`src/rtl/rv_pkg.sv`:
```
// rv_pkg: shared types and constants for the RV32I instruction-fetch stage
//   fetch_state_e : fetch FSM states
//   INSTR_NOP     : addi x0,x0,0 presented while no instruction has been fetched
//   XLEN          : datapath width
package rv_pkg;
  localparam int XLEN = 32;
  localparam logic [XLEN-1:0] INSTR_NOP = 32'h0000_0013;
  typedef enum logic [1:0] {S_RESET, S_FETCH, S_EXEC} fetch_state_e;
endpackage

```
`src/rtl/instr_fetch_if.sv`:
```
// instr_fetch_if: instruction-memory req/ack bus
//   req   : fetch request (master -> slave)
//   addr  : fetch address (master -> slave)
//   ack   : rdata valid this cycle (slave -> master)
//   rdata : fetched instruction word (slave -> master)
interface instr_fetch_if;
  import rv_pkg::*;
  logic            req;
  logic [XLEN-1:0] addr;
  logic            ack;
  logic [XLEN-1:0] rdata;
  modport master (output req, addr, input ack, rdata);
  modport slave (input req, addr, output ack, rdata);
endinterface

```
`src/rtl/fetch_timer.sv`:
```
// fetch_timer: counts fetch cycles without ack and flags the last one of a timeout window
//   i_clk, i_rst_n : clock, async active-low reset
//   i_clr          : force the count back to zero (has priority over i_en)
//   i_en           : count this cycle
//   o_expire       : counting and the count has reached TIMEOUT_CYC-1
module fetch_timer #(
  parameter int TIMEOUT_CYC = 16
) (
  input  logic i_clk,
  input  logic i_rst_n,
  input  logic i_clr,
  input  logic i_en,
  output logic o_expire
);
  localparam int W = TIMEOUT_CYC > 2 ? $clog2(TIMEOUT_CYC) : 1;
  localparam logic [W-1:0] LAST = W'(TIMEOUT_CYC - 1);
  logic [W-1:0] cnt_q, cnt_d;
  assign o_expire = i_en && cnt_q == LAST;
  assign cnt_d = i_clr ? '0 : i_en ? cnt_q + 1'b1 : cnt_q;
  always_ff @(posedge i_clk or negedge i_rst_n)
    if (!i_rst_n) cnt_q <= '0;
    else cnt_q <= cnt_d;
endmodule

```
`src/rtl/instr_fetch.sv`:
```
// instr_fetch: RV32I fetch stage - PC register, next-PC mux and req/ack fetch FSM
//   i_clk, i_rst_n         : clock, async active-low reset
//   i_pc_sel, i_alu_data   : take ALU target as next PC / the target itself
//   i_stall                : hold the EXEC slot
//   imem (master)          : instruction-memory req/addr/ack/rdata bus
//   o_instr, o_instr_vld   : instruction to decode and its valid
//   o_pc, o_pc_four        : PC of o_instr and PC+4
//   o_fetch_err            : pulse on each fetch timeout
//   o_misalign             : pulse on a misaligned target
// Optional feature: define IFU_MISALIGN_CHECK_EN to redirect targets with bit 1 set to TRAP_PC.
module instr_fetch import rv_pkg::*; #(
  parameter logic [XLEN-1:0] RESET_PC    = 32'h0000_0000,
  parameter logic [XLEN-1:0] TRAP_PC     = 32'h0000_0100,
  parameter int              TIMEOUT_CYC = 16
) (
  input  logic            i_clk,
  input  logic            i_rst_n,
  input  logic            i_pc_sel,
  input  logic [XLEN-1:0] i_alu_data,
  input  logic            i_stall,
  instr_fetch_if.master   imem,
  output logic [XLEN-1:0] o_instr,
  output logic            o_instr_vld,
  output logic [XLEN-1:0] o_pc,
  output logic [XLEN-1:0] o_pc_four,
  output logic            o_fetch_err,
  output logic            o_misalign
);
  fetch_state_e state_q, state_d;
  logic [XLEN-1:0] pc_q, pc_d, instr_q, instr_d, target;
  logic in_fetch, in_exec, expire, misalign, unused_bits;
  assign in_fetch = state_q == S_FETCH;
  assign in_exec = state_q == S_EXEC;
`ifdef IFU_MISALIGN_CHECK_EN
  assign misalign = i_pc_sel & i_alu_data[1];
  assign target = misalign ? TRAP_PC : {i_alu_data[XLEN-1:1], 1'b0};
  assign unused_bits = i_alu_data[0];
`else
  assign misalign = 1'b0;
  assign target = {i_alu_data[XLEN-1:2], 2'b00};
  assign unused_bits = ^{i_alu_data[1:0], TRAP_PC};
`endif
  // Held at zero outside FETCH so every fetch starts a fresh window; an ack ends the window.
  fetch_timer #(.TIMEOUT_CYC(TIMEOUT_CYC)) u_timer (
    .i_clk    (i_clk),
    .i_rst_n  (i_rst_n),
    .i_clr    (!in_fetch || imem.ack || expire),
    .i_en     (in_fetch),
    .o_expire (expire)
  );
  always_comb begin
    state_d = state_q;
    pc_d = pc_q;
    instr_d = instr_q;
    case (state_q)
      S_RESET: state_d = S_FETCH;
      S_FETCH: if (imem.ack) begin
        instr_d = imem.rdata;
        state_d = S_EXEC;
      end
      S_EXEC: if (!i_stall) begin
        pc_d = i_pc_sel ? target : pc_q + XLEN'(4);
        state_d = S_FETCH;
      end
      default: state_d = S_RESET;
    endcase
  end
  always_ff @(posedge i_clk or negedge i_rst_n)
    if (!i_rst_n) begin
      state_q <= S_RESET;
      pc_q <= RESET_PC;
      instr_q <= INSTR_NOP;
    end else begin
      state_q <= state_d;
      pc_q <= pc_d;
      instr_q <= instr_d;
    end
  assign imem.req = in_fetch;
  assign imem.addr = pc_q;
  assign o_instr = instr_q;
  assign o_instr_vld = in_exec;
  assign o_pc = pc_q;
  assign o_pc_four = pc_q + XLEN'(4);
  assign o_fetch_err = expire & ~imem.ack;
  assign o_misalign = in_exec & ~i_stall & misalign;
endmodule
```
`src/flat_wrapper.sv`:
```
// flat-port wrapper written by rule: the top's interface ports become plain ports
module instr_fetch_flat import rv_pkg::*;
#(
  parameter logic [XLEN-1:0] RESET_PC    = 32'h0000_0000,
  parameter logic [XLEN-1:0] TRAP_PC     = 32'h0000_0100,
  parameter int              TIMEOUT_CYC = 16
)
  (i_clk, i_rst_n, i_pc_sel, i_alu_data, i_stall, o_instr, o_instr_vld, o_pc, o_pc_four, o_fetch_err, o_misalign, imem_req, imem_addr, imem_ack, imem_rdata);
  instr_fetch_if imem_i ();
  input  logic i_clk;
  input  logic i_rst_n;
  input  logic i_pc_sel;
  input  logic [XLEN-1:0] i_alu_data;
  input  logic i_stall;
  output logic [XLEN-1:0] o_instr;
  output logic o_instr_vld;
  output logic [XLEN-1:0] o_pc;
  output logic [XLEN-1:0] o_pc_four;
  output logic o_fetch_err;
  output logic o_misalign;
  output wire logic [$bits(imem_i.req)-1:0] imem_req;
  output wire logic [$bits(imem_i.addr)-1:0] imem_addr;
  input wire logic [$bits(imem_i.ack)-1:0] imem_ack;
  input wire logic [$bits(imem_i.rdata)-1:0] imem_rdata;
  assign imem_req = imem_i.req;
  assign imem_addr = imem_i.addr;
  assign imem_i.ack = imem_ack;
  assign imem_i.rdata = imem_rdata;
  instr_fetch #(.RESET_PC(RESET_PC), .TRAP_PC(TRAP_PC), .TIMEOUT_CYC(TIMEOUT_CYC)) u_core (.i_clk(i_clk), .i_rst_n(i_rst_n), .i_pc_sel(i_pc_sel), .i_alu_data(i_alu_data), .i_stall(i_stall), .imem(imem_i), .o_instr(o_instr), .o_instr_vld(o_instr_vld), .o_pc(o_pc), .o_pc_four(o_pc_four), .o_fetch_err(o_fetch_err), .o_misalign(o_misalign));
endmodule
```
`config.mk`:
```
export PLATFORM = sky130hd
export DESIGN_NAME = instr_fetch_flat
export DESIGN_NICKNAME = d
export VERILOG_FILES = /design/src/rtl/rv_pkg.sv /design/src/rtl/instr_fetch_if.sv /design/src/rtl/fetch_timer.sv /design/src/rtl/instr_fetch.sv /design/src/flat_wrapper.sv
export SDC_FILE = /design/constraint.sdc
export NUM_CORES = 1
export LEC_CHECK = 0
export CAP_MARGIN = 10
export CORE_MARGIN = 3
export CORE_UTILIZATION = 35
export DETAILED_ROUTE_END_ITERATION = 10
export GPL_TIMING_DRIVEN = 0
export HOLD_SLACK_MARGIN = 0.08
export PLACE_DENSITY = 0.72
export SLEW_MARGIN = 10
export SYNTH_ARGS = -nofsm -noshare
export SYNTH_HDL_FRONTEND = slang
export SYNTH_HIERARCHICAL = 1
export SYNTH_SLANG_ARGS = --single-unit
```
`constraint.sdc`:
```
create_clock -name i_clk -period 2.4 [get_ports i_clk]
set_input_delay 0.36 -clock i_clk [delete_from_list [all_inputs] [get_ports i_clk]]
set_output_delay 0.36 -clock i_clk [all_outputs]
set_load 0.01 [all_outputs]
```
==> Word-level counts from Yosys, hierarchy flattened <==
Index checks and enable logic that the tools add are counted.
{ "op_classes": {"add_sub_neg": 2, "n_eq_ne": 5, "mux": 6, "n_bitwise": 3, "n_reduce_logical": 9} }
{ "ops": {"columns": ["operator", "count"], "rows": [
  ["adder 32 x 3 -> 32 bit, second input constant", 1],
  ["two-way mux 32 bit", 1],
  ["two-way mux 4 bit", 2],
  ["case mux 2 bit (3 select lines)", 1],
  ["AND reduction 2 bit", 3],
  ["adder 4 x 1 -> 4 bit, second input constant", 1],
  ["== test 4 bit, second input constant", 1],
  ["two-way mux 2 bit", 2],
  ["!= test 2 bit, second input constant", 2],
  ["== test 2 x 1 -> 1 bit, second input constant", 1],
  ["== test 2 bit, second input constant", 1],
  ["logical NOT 2 bit", 1],
  ["logical OR 1 bit", 2],
  ["inverter 1 bit", 2],
  ["nonzero test 2 bit", 1],
  ["AND 1 bit", 1],
  ["logical AND 1 bit", 1],
  ["logical NOT 1 bit", 1]
]} }
{ "word_totals": {"regBits": 70, "out_inout_bits": 132, "word_cells": 29} }

==> Depth between registers and ports, before layout <==
Gate-level depths: netlist (run 1).
{ "depth": {"depth_word": 5, "depth_mapped": 7, "ltp_nobuf": 6} }

==> Modules after synthesis <==
Netlist (run 1), hierarchy kept.
{ "modules_own_cells": {"columns": ["module", "n_inst", "cells_each", "area_each_um2", "seq_area_each_um2"], "rows": [
  ["instr_fetch", 1, 386, 3763.6, 1605.3],
  ["fetch_timer", 1, 18, 227.7, 100.1]
]} }

==> Least setup slack after synthesis (run 1) <==
No wires, ideal clock.
{ "synth_timing": {"kind": "flip-flop to output port", "from": "register u_core.pc_q[2] (netlist: u_core/imem.addr[2])", "to": "output o_pc_four[14]", "t_arrival_ns": 1.815, "required_ns": 2.040, "setup_slack_ns": 0.225, "path_stages_with_launch": 7, "n_path_buf": 1, "cell_sequence": "dfrtp_1 ha_1 nand2_1 or3_1 clkbuf_1 nor3_1 xor2_1"} }
{ "synth_between": {"elab_chain_len": 1} }
{ "synth_lines": {"columns": ["element", "line_no", "source"], "rows": [
  ["start: declaration", "instr_fetch.sv:30", "logic [XLEN-1:0] pc_q, pc_d, instr_q, instr_d, target;"],
  ["start signal: assignment", "instr_fetch.sv:75", "pc_q <= pc_d;"],
  ["adder 32 x 3 -> 32 bit", "instr_fetch.sv:83", "assign o_pc_four = pc_q + XLEN'(4);"],
  ["end: declaration", "flat_wrapper.sv:18", "output logic [XLEN-1:0] o_pc_four;"]
]} }
Every way passes these cells.

==> Worst setup path in the final report (run 1) <==
{ "layout_timing": {"from": "register u_core.pc_q[8] (netlist: u_core/imem.addr[8])", "to": "output o_pc_four[27]"} }
The elaborated chain is that of the path after synthesis.

==> results.yml, run 1 <==
finish:
  fin_nets: 728
  synthToLayoutAreaGrowth_pct: 73.1
  layout-drive-gt1-share: 0.311
  fin_cells: 802
  num_antenna_cells: 0
  fill_cells: 901
  multi_input_area_sq_mm: 0.00208
  final_common_cell: "clkdlybuf4s50_1"
  layout_common_cells: "clkdlybuf4s50_1 (164), buf_4 (84), dfrtp_1 (46)"
  seq_area_sq_mm: 0.00173
die:
  die_area_sq_mm: 0.0127
  initial_core_util: 0.363
  num_rows: 38
  die-width_um: 113
  core_sq_mm: 0.0110
  io_pins: 201
  die_y_um: 113
routing:
  vias_per_cell: 5.04
  routed_wl_um: 13900
  routed.top_layer: "met4"
  drt-initial-drc-count: 153
  vias: 4042
  antenna_left: 0
  met3_length_um: 1140
  drt-met1-wl_um: 5530
  post_drt_wl_per_cell_um: 17.3
  dr_wl_met2_um: 6960
  drtPass1Iterations: 5
  drc_errors: 0
timing:
  drv_slew: 0
  tightest_slew_ns: 0.652
  relSlewSlack: 0.565
  layout_setup_ws_ns: -0.0434
  period_minus_slack_ns: 2.44
  fmax_mhz: 409
  rsz0062_at_grt: "true"
  fin_crit_sh: 1.02
  final_hold_viol_count: 0
  setup-violations-final: 4
  finalClockSkew_ns: 0.00866
placed_design:
  gp_congestion: 0.836
  dp_hpwl_um: 9570
  placed_cells: 741
  portBuffers: 190
logic_synthesis:
  ys_ff_latch: 68
  synth_edf_count: 0
  synthArstFlopShare: 1.00
  syn_area_per_cell_sq_um: 9.88
  yosysSeqAreaShare: 0.427
  synthFlopType: "dfrtp_1"
  synth_cell_type_count: 47
  ys.warnings.count: 6
  synth_area_sq_mm: 0.00399
  synth_cells: 404
global_route:
  grt_max_degree: 41
  grtUsageTotal: 0.208
  grt_pass1_wl_um: 21300
  grt_pass1_vias: 4175
  grt_overflow_total: 0
  antenna_found_initial: 0
setup_path:
  worstPathArrival_ns: 2.08
  reg2reg_depth: 11
  crit_required_ns: 2.04
  critPathCaptureType: "output pin"
  reg2reg_from: "u_core/imem.addr[8]$_DFFE_PN0P_"
  path_max_fanout: 5
  startpoint: "u_core/imem.addr[8]$_DFFE_PN0P_"
  crit_path_start_kind: "flop"
  critPathKind: "flop to output pin"
clocking:
  cts.htree.levels: 3
  cts_num_sinks: 68
  cts-root-buf: "clkbuf_16"
  cts_tree: "yes"
  insertion_delay_ns: 0.34
  numCtsBuffers: 9
  clk_path_buf_depth: 2
  clkTransAtPathRegs_ns: 0.06
flow_run:
  cap_violations: 0
power_and_ir_drop:
  ir_worst_vdd_mv: 0.694
  power_w: 0.00839
  power_density_mw_per_mm2: 1210
  leakage_nw: 2.97
worst_hold_path:
  hp-class: "primary input to asynchronous set/reset pin"
outcome:
  violations: "setup timing"
  status: "finished with violations"
## path summary, 6_finish.rpt
kind | end | slack, ns
worst max register to register | u_core/imem.addr[31]$_DFFE_PN0P_ | 0.15
worst max-delay path | o_pc_four[27] | -0.04
worst min-delay path | u_core/o_instr[16]$_DFFE_PN0P_ | 0.50
max in group asynchronous | u_core/o_instr[0]$_DFFE_PN1P_ | 1.28
min in group i_clk | u_core/o_instr[16]$_DFFE_PN0P_ | 0.51
worst min register to register | u_core/o_instr[16]$_DFFE_PN0P_ | 0.51
## cells by family after synthesis
logic type	after synthesis	synth area share
AO/OA/AOI/OAI	78	0.124
AND/OR/NAND/NOR	121	0.172
flip-flops	68	0.427
XOR/XNOR	29	0.0636
multiplexers	37	0.104
adder cells (fa/ha/maj)	2	0.00627
buffers and inverters	68	0.101
other	1	0.000940
## state kept, by name, summed over array words and instances, names as in the netlist
| signal | flops |
|---|---|
| u_core/o_instr | 32 |
| u_core/imem.addr | 30 |
| u_core/state_q | 2 |
| u_core/u_timer/cnt_q | 4 |
## metrics by stage
stage / setup TNS (ns) / hold WS [ns] / util / instance area, sq um / setup slack, ns
floorplan: 0 / 0.0644 / - / 4010 / 0.225
global placement: -100.72 / 0.486 / 0.555 / 6090 / -1.44
detailed placement: -6.18 / 0.325 / 0.556 / 6110 / -0.593
CTS: -0.321 / 0.509 / 0.622 / 6840 / -0.102
global route: -1.02 / 0.518 / 0.629 / 6910 / -0.161
finish: -0.102 / 0.504 / 0.629 / 6910 / -0.0434
## Yosys cell counts (5+ instances only)
cell type  count  area [sq um]
nand3_1       15          75.1
inv_1          6          22.5
a22oi_1        5          37.5
and4_1         5          43.8
o21ai_0       18          90.1
nand2_1       26          97.6
dfrtp_1       65          1630
buf_4         37           278
nor3_1         8          40.0
nor2_1        23          86.3
nor2b_1        6          37.5
a2bb2oi_1      8          70.1
and3_1         9          56.3
nand4_1        9          56.3
a21oi_1       21           105
xnor2_1       20           175
o22ai_1        8          50.1
clkbuf_1      20          75.1
xor2_1         9          78.8
mux2_2        32           360
## repair_timing
| item | 4_1_cts | 5_1_grt |
|---|---|---|
| endpoints found under the hold margin | 28 | 0 |
| hold buffers | 1 | 0 |
| pin swaps | 12 | 17 |
| endpoints found under the setup margin | 28 | 23 |
| resized for setup | 115 | 26 |
| gates cloned | 1 | 0 |
| buffers inserted | 34 | 17 |
## area by class of cell
| class | instances | share of cell area |
|---|---|---|
| Buffer | 57 | 0.0522 |
| Clock buffer | 9 | 0.0326 |
| Clock inverter | 7 | 0.0145 |
| Inverter | 6 | 0.00326 |
| Multi-Input combinational cell | 274 | 0.301 |
| Sequential cell | 68 | 0.250 |
| Tap cell | 140 | 0.0254 |
| Timing Repair Buffer | 241 | 0.321 |
## metal layers
metal	vias to the layer above	GRT usage
met2	190	0.356
met1	1934	0.258
met5	-	0
li1	1895	-
met3	23	0.0476
met4	0	0.0721
## worst max-delay path, stage by stage (launching register included)
cell and delay (ns):
dfrtp_2 0.42, nand2_4 0.09, nor4_4 0.41, buf_4 0.21, buf_6 0.09, nand4_1 0.17, xnor2_1 0.19, buf_2 0.15
## power by group
part           total, W  internal (W)  switching, W
Clock           0.00146      0.000917      0.000543
Sequential      0.00226       0.00172      0.000541
Combinational   0.00467       0.00278       0.00189
Total           0.00839       0.00541       0.00298
Power figures use the tool's default switching activity.
==> inputs of run 2 (changes only) <==
--- a/config.mk
+++ b/config.mk
@@ -12,7 +12,7 @@
 export GPL_TIMING_DRIVEN = 0
 export HOLD_SLACK_MARGIN = 0.08
 export PLACE_DENSITY = 0.72
-export SLEW_MARGIN = 10
+export SLEW_MARGIN = 20
 export SYNTH_ARGS = -nofsm -noshare
 export SYNTH_HDL_FRONTEND = slang
 export SYNTH_HIERARCHICAL = 1
==> results of run 2 <==
No change in the layout: final DEF, timing and power equal those of run 1.
